==> src/rtl/mac_reg_pkg.sv <==
// Shared definitions for the MAC register-path arbiter and its helpers.
package mac_reg_pkg;
  localparam int MAC_ADDR_W = 8;
  localparam int MAC_DATA_W = 32;
  localparam logic [MAC_DATA_W-1:0] DEFAULT_ABORT_DATA = 32'hDEAD_BEEF;

  typedef enum logic [1:0] {IDLE, BUS, DONE} state_e;
endpackage

==> src/rtl/rr_arbiter.sv <==
// Combinational round-robin picker: first pending requester after last_i wins.
module rr_arbiter #(
  parameter int N  = 3,
  parameter int IW = 2
) (
  input  logic [N-1:0]  pending_i,
  input  logic [IW-1:0] last_i,
  output logic [N-1:0]  winner_o,
  output logic [IW-1:0] winner_idx_o,
  output logic          any_valid_o
);
  int idx;

  always_comb begin
    winner_o     = '0;
    winner_idx_o = '0;
    any_valid_o  = 1'b0;
    idx          = 0;
    for (int off = 1; off <= N; off++) begin
      idx = int'(last_i) + off;
      if (idx >= N) idx = idx - N;
      if (!any_valid_o && pending_i[idx]) begin
        winner_o[idx] = 1'b1;
        winner_idx_o  = IW'(idx);
        any_valid_o   = 1'b1;
      end
    end
  end
endmodule

==> src/rtl/mac_reg_arbiter.sv <==
// Shares the MAC Avalon-MM register slave between N_REQ masters, one
// transaction at a time, with a watchdog that aborts unacknowledged accesses.
module mac_reg_arbiter
  import mac_reg_pkg::*;
#(
  parameter int                    N_REQ      = 3,
  parameter int                    TIMEOUT    = 255,
  parameter logic [MAC_DATA_W-1:0] ABORT_DATA = DEFAULT_ABORT_DATA
) (
  input  logic                          clk,
  input  logic                          reset,
  input  logic [N_REQ*MAC_ADDR_W-1:0]   req_address,
  input  logic [N_REQ-1:0]              req_write,
  input  logic [N_REQ-1:0]              req_read,
  input  logic [N_REQ*MAC_DATA_W-1:0]   req_writedata,
  output logic [N_REQ-1:0]              req_waitrequest,
  output logic [MAC_DATA_W-1:0]         req_readdata,
  output logic [MAC_ADDR_W-1:0]         address,
  output logic                          write,
  output logic                          read,
  output logic [MAC_DATA_W-1:0]         writedata,
  input  logic                          waitrequest,
  input  logic [MAC_DATA_W-1:0]         readdata,
  output logic [N_REQ-1:0]              grant,
  output logic                          timeout_err
);
  localparam int IW = $clog2(N_REQ);

  state_e                  state_q, state_d;
  logic [MAC_ADDR_W-1:0]   addr_q, addr_d;
  logic [MAC_DATA_W-1:0]   wdata_q, wdata_d;
  logic                    wr_q, wr_d;
  logic                    rd_q, rd_d;
  logic [N_REQ-1:0]        grant_q, grant_d;
  logic [IW-1:0]           last_q, last_d;
  logic [15:0]             cnt_q, cnt_d;
  logic [N_REQ-1:0]        rwait_q, rwait_d;
  logic [MAC_DATA_W-1:0]   rdata_q, rdata_d;
  logic                    terr_q, terr_d;

  logic [N_REQ-1:0]        pending;
  logic [N_REQ-1:0]        win;
  logic [IW-1:0]           win_idx;
  logic                    any_valid;
  logic [MAC_ADDR_W-1:0]   sel_addr;
  logic [MAC_DATA_W-1:0]   sel_wdata;
  logic                    sel_wr;
  logic                    sel_rd;
  logic                    mac_ack;
  logic                    abort;

  assign pending = req_write | req_read;

  rr_arbiter #(.N(N_REQ), .IW(IW)) u_rr (
    .pending_i    (pending),
    .last_i       (last_q),
    .winner_o     (win),
    .winner_idx_o (win_idx),
    .any_valid_o  (any_valid)
  );

  always_comb begin
    sel_addr  = '0;
    sel_wdata = '0;
    sel_wr    = 1'b0;
    sel_rd    = 1'b0;
    for (int i = 0; i < N_REQ; i++) begin
      if (win[i]) begin
        sel_addr  = req_address[MAC_ADDR_W*i +: MAC_ADDR_W];
        sel_wdata = req_writedata[MAC_DATA_W*i +: MAC_DATA_W];
        sel_wr    = req_write[i];
        sel_rd    = req_read[i];
      end
    end
  end

  assign mac_ack = (state_q == BUS) && !waitrequest;
  assign abort   = (state_q == BUS) && waitrequest && (cnt_q == 16'(TIMEOUT - 1));

  always_ff @(posedge clk) begin
    if (reset) state_q <= IDLE;
    else       state_q <= state_d;
  end

  always_comb begin
    state_d = state_q;
    case (state_q)
      IDLE:    if (any_valid) state_d = BUS;
      BUS:     if (mac_ack || abort) state_d = DONE;
      DONE:    state_d = IDLE;
      default: state_d = IDLE;
    endcase
  end

  always_comb begin
    addr_d  = addr_q;
    wdata_d = wdata_q;
    wr_d    = wr_q;
    rd_d    = rd_q;
    grant_d = grant_q;
    last_d  = last_q;
    cnt_d   = cnt_q;
    rwait_d = rwait_q;
    rdata_d = rdata_q;
    terr_d  = 1'b0;
    case (state_q)
      IDLE: begin
        if (any_valid) begin
          addr_d  = sel_addr;
          wdata_d = sel_wdata;
          wr_d    = sel_wr;
          // A simultaneous read+write is illegal; the write wins.
          rd_d    = sel_rd & ~sel_wr;
          grant_d = win;
          last_d  = win_idx;
          cnt_d   = '0;
        end
      end
      BUS: begin
        cnt_d = cnt_q + 16'd1;
        if (mac_ack || abort) begin
          wr_d    = 1'b0;
          rd_d    = 1'b0;
          rwait_d = ~grant_q;
          terr_d  = abort;
          if (rd_q) rdata_d = mac_ack ? readdata : ABORT_DATA;
        end
      end
      DONE: begin
        grant_d = '0;
        rwait_d = '1;
        cnt_d   = '0;
      end
      default: ;
    endcase
  end

  always_ff @(posedge clk) begin
    if (reset) begin
      addr_q  <= '0;
      wdata_q <= '0;
      wr_q    <= 1'b0;
      rd_q    <= 1'b0;
      grant_q <= '0;
      last_q  <= IW'(N_REQ - 1);
      cnt_q   <= '0;
      rwait_q <= '1;
      rdata_q <= '0;
      terr_q  <= 1'b0;
    end else begin
      addr_q  <= addr_d;
      wdata_q <= wdata_d;
      wr_q    <= wr_d;
      rd_q    <= rd_d;
      grant_q <= grant_d;
      last_q  <= last_d;
      cnt_q   <= cnt_d;
      rwait_q <= rwait_d;
      rdata_q <= rdata_d;
      terr_q  <= terr_d;
    end
  end

  assign address         = addr_q;
  assign writedata       = wdata_q;
  assign write           = wr_q;
  assign read            = rd_q;
  assign grant           = grant_q;
  assign req_waitrequest = rwait_q;
  assign req_readdata    = rdata_q;
  assign timeout_err     = terr_q;
endmodule

==> config.mk <==
export PLATFORM = sky130hd
export DESIGN_NAME = mac_reg_arbiter
export DESIGN_NICKNAME = d
export VERILOG_FILES = /design/src/rtl/mac_reg_pkg.sv /design/src/rtl/rr_arbiter.sv /design/src/rtl/mac_reg_arbiter.sv
export SDC_FILE = /design/constraint.sdc
export NUM_CORES = 1
export LEC_CHECK = 0
export ABC_AREA = 1
export CAP_MARGIN = 25
export CORE_UTILIZATION = 38
export DETAILED_ROUTE_END_ITERATION = 10
export HOLD_SLACK_MARGIN = 0.05
export PLACE_DENSITY = 0.75
export SLEW_MARGIN = 20
export SYNTH_ARGS = -nofsm -noshare
export SYNTH_HDL_FRONTEND = slang
export SYNTH_SLANG_ARGS = --single-unit
==> constraint.sdc <==
create_clock -name clk -period 2.3 [get_ports clk]
set_input_delay 0.575 -clock clk [delete_from_list [all_inputs] [get_ports clk]]
set_output_delay 0.575 -clock clk [all_outputs]
set_load 0.02 [all_outputs]
==> summary.txt, run 1 <==
Reg-to-Reg Start = last_q[0]
final hold vios = 0
Slew HR = 0.758
Sequential Power Share = 0.205
initial antenna violation count = 0
Detailed Place HPWL = 12,400 um
crit-path cells = inv_2 -> ha_4 -> buf_4 -> nand2_1 -> nand3_2 -> nand2_4 -> buf_4 -> nand2_1 -> nand2_1 -> inv_1 -> nand2_2 -> buf_12 -> nand2_1 -> nor2_1 -> nor2_1 -> nor2_1 -> nand2_1 -> a21oi_2
GRT overflow = 0
Global Route Usage Sum = 0.237
worst path required time = 2.58 ns
via count = 6,078
drt total wl = 17,800 um
dpl ws = -0.364 ns
Clock Latency Late Sink = 0.35 ns
flops & latches, synth = 101
Crit. End Element = register
vias in the first global route = 5,580
n_diodes = 0
Syn Nets = 932
synth-to-layout area growth = 65.4%
core area = 0.0134 mm^2
Yosys cell types = 33
Row Count = 42
reg2reg setup slack = 0.04 ns
number of I/O port buffers = 241
worst path arrival time = 2.53 ns
Final Max Tran Viols = 0
Buf/Inv on CP = 5
PwrDens = 1240 mW/mm^2
Crit path top cell by count = nand2_1
setup slack after layout = 0.0432 ns
Syn Area/Cell = 6.91 um^2
Gate Count Post-Synth = 763
die footprint = 0.0143 mm^2
hold path start = req_readdata[20]
Tightest Pin Transition = 0.364 ns
Final ANT Viol Nets = 0
vias per std cell = 5.06
Final Skew = 0.00697 ns
Setup TNS = 0 ns
nets@finish = 1,191
Syn Std Cell Area = 0.00527 mm^2
drt pass-1 iters = 5
CTS tree = built
Seq/Total Area, Yosys = 0.384
slowest stage cell, crit path = dfxtp_2
wire per inst = 14.8 um
Hold Slack = 0.461 ns
CP Max Fanout = 9
Hold Path Class = reg -> reg
Max stage delay on crit path = 0.33 ns
Tcrit/Tclk final = 0.981
first-pass GRT wire length = 27,400 um
Final Critical Period = 2.26 ns
Logic pwr share = 0.655
final setup violation count = 0
total internal power = 6170 uW
pin count of the biggest net entering global routing = 49
proportion of layout cells with a drive suffix above 1 = 0.112
DRC errors left = 0
synthesis warning total = 0
Max VDD drop = 0.678 mV
Lkg Pwr = 0.00349 uW
CTS sink cnt = 101
Routability Congestion = 0.918
switching power = 4620 uW
Starting DRT DRC Count = 326
root buf cell = clkbuf_16
status = finished, final reports clean
CP Launch Type = register
Crit path max-delay family = simple AND/OR/NAND/NOR gates
commonest cells after routing, fill and taps aside = clkdlybuf4s50_1, nand2_1, a21oi_1
Starting Density = 0.393
CP Class = reg -> reg
switching share of power = 0.428
clk slew on worst S/H paths = 0.07 ns
Die Ht = 120 um
Final Core Density = 0.650
H-tree levels = 3
Clock power frac = 0.140
die width = 120 um
fmax = 443 MHz
clock buffer depth = 2
total CTS buffers = 9
critical path startpoint = last_q[0]
most common cell after layout, fill and taps aside = clkdlybuf4s50_1
Layout fillers = 1,191
max cap viols = 0
Boundary Pins = 242
power groups by stage:
stage / clock network, uW / registers [uW] / logic, uW
global route: 1620 / 2250 / 7740
finish: 1510 / 2210 / 7070
floorplan: 0 / 2530 / 3640
detailed placement: 0 / 2240 / 6450
CTS: 1550 / 2210 / 6490
global placement: 0 / 2240 / 6390
flip-flops by register name, summed over array words and instances (netlist names):
signal           cells
req_readdata        32
writedata           32
cnt_q               16
address              8
grant                3
req_waitrequest      3
last_q               2
state_q              2
read                 1
timeout_err          1
write                1
per-layer routing:
metal,up-vias,routed length [um],part of all wire,GRT usage
met2,236,8360,0.47,0.396
met3,28,1180,0.067,0.0480
met5,-,0,0,0
li1,3110,-,-,-
met1,2704,7830,0.44,0.302
met4,0,389,0.022,0.0867
synth_stat cells:
cell	n	area (um^2)
a211oi_1	5	37.5
a21oi_1	129	646
a21oi_2	1	8.76
a221oi_1	1	8.76
a22oi_1	3	22.5
a2bb2oi_1	1	8.76
a31oi_1	3	18.8
buf_2	24	120
buf_4	5	37.5
buf_6	2	22.5
clkbuf_1	23	86.3
dfxtp_1	101	2020
ha_1	8	100
inv_1	41	154
inv_2	6	22.5
nand2_1	180	676
nand2_2	3	18.8
nand2_4	1	11.3
nand3_1	72	360
nand4_1	4	25.0
nor2_1	27	101
nor2_2	3	18.8
nor2_4	1	11.3
nor3_1	29	145
nor4_1	2	12.5
o21a_1	40	300
o21ai_0	40	200
o21ai_2	1	8.76
o21bai_1	1	7.51
o21bai_4	1	18.8
o221ai_1	1	8.76
o31ai_1	3	22.5
or2_0	1	6.26
stage by stage:
| step | power, uW | instance area (um^2) | cells |
|---|---|---|---|
| 2_1_floorplan | 6170 | 5270 | 763 |
| 3_3_place_gp | 8630 | 8190 | 1180 |
| 3_5_place_dp | 8690 | 8190 | 1180 |
| 4_1_cts | 10200 | 8480 | 1194 |
| 5_1_grt | 11600 | 8710 | 1201 |
| 6_report | 10800 | 8710 | 1201 |
logic make-up (layout without fill, tap and decap cells):
group,after synthesis,in the layout,synth area share
buffers and inverters,101,363,0.0841
adder cells (fa/ha/maj),8,8,0.0190
AND/OR/NAND/NOR,323,323,0.263
flip-flops,101,101,0.384
AO/OA/AOI/OAI,230,230,0.250
cell type report:
type                    instances  area [um^2]  share of cell area
repair buffers                302         3090               0.354
multi-input cells             561         2900               0.333
flip-flops and latches        101         2020               0.232
clock buffers                   9          225              0.0258
well taps                     176          220              0.0253
inverters                      47          191              0.0220
clock inverters                 5         62.6             0.00718
what timing repair did:
item,in CTS,in global routing
hold buffers,0,0
pin swaps,0,12
cloned,0,1
gates resized for setup,2,46
buffers inserted,0,6
endpoints found under the setup margin,8,56
final timing paths:
path                      endpoint  cells after the start
setup / recovery              read                     18
hold / removal    req_readdata[20]                      2
setup reg to reg              read                     18
hold reg to reg   req_readdata[20]                      2
worst min-delay path, cell delays in order (launching register included):
cell	delay, ns
dfxtp_1	0.31
nand2_1	0.06
a21oi_1	0.05
No activity file was read; power rests on OpenSTA's default activity.
==> run 2: changes to the inputs <==
--- a/config.mk
+++ b/config.mk
@@ -11,7 +11,6 @@
 export DETAILED_ROUTE_END_ITERATION = 10
 export HOLD_SLACK_MARGIN = 0.05
 export PLACE_DENSITY = 0.75
-export SLEW_MARGIN = 20
 export SYNTH_ARGS = -nofsm -noshare
 export SYNTH_HDL_FRONTEND = slang
 export SYNTH_SLANG_ARGS = --single-unit
==> results of run 2 <==
The final DEF is identical to that of run 1; final timing and power are the same.
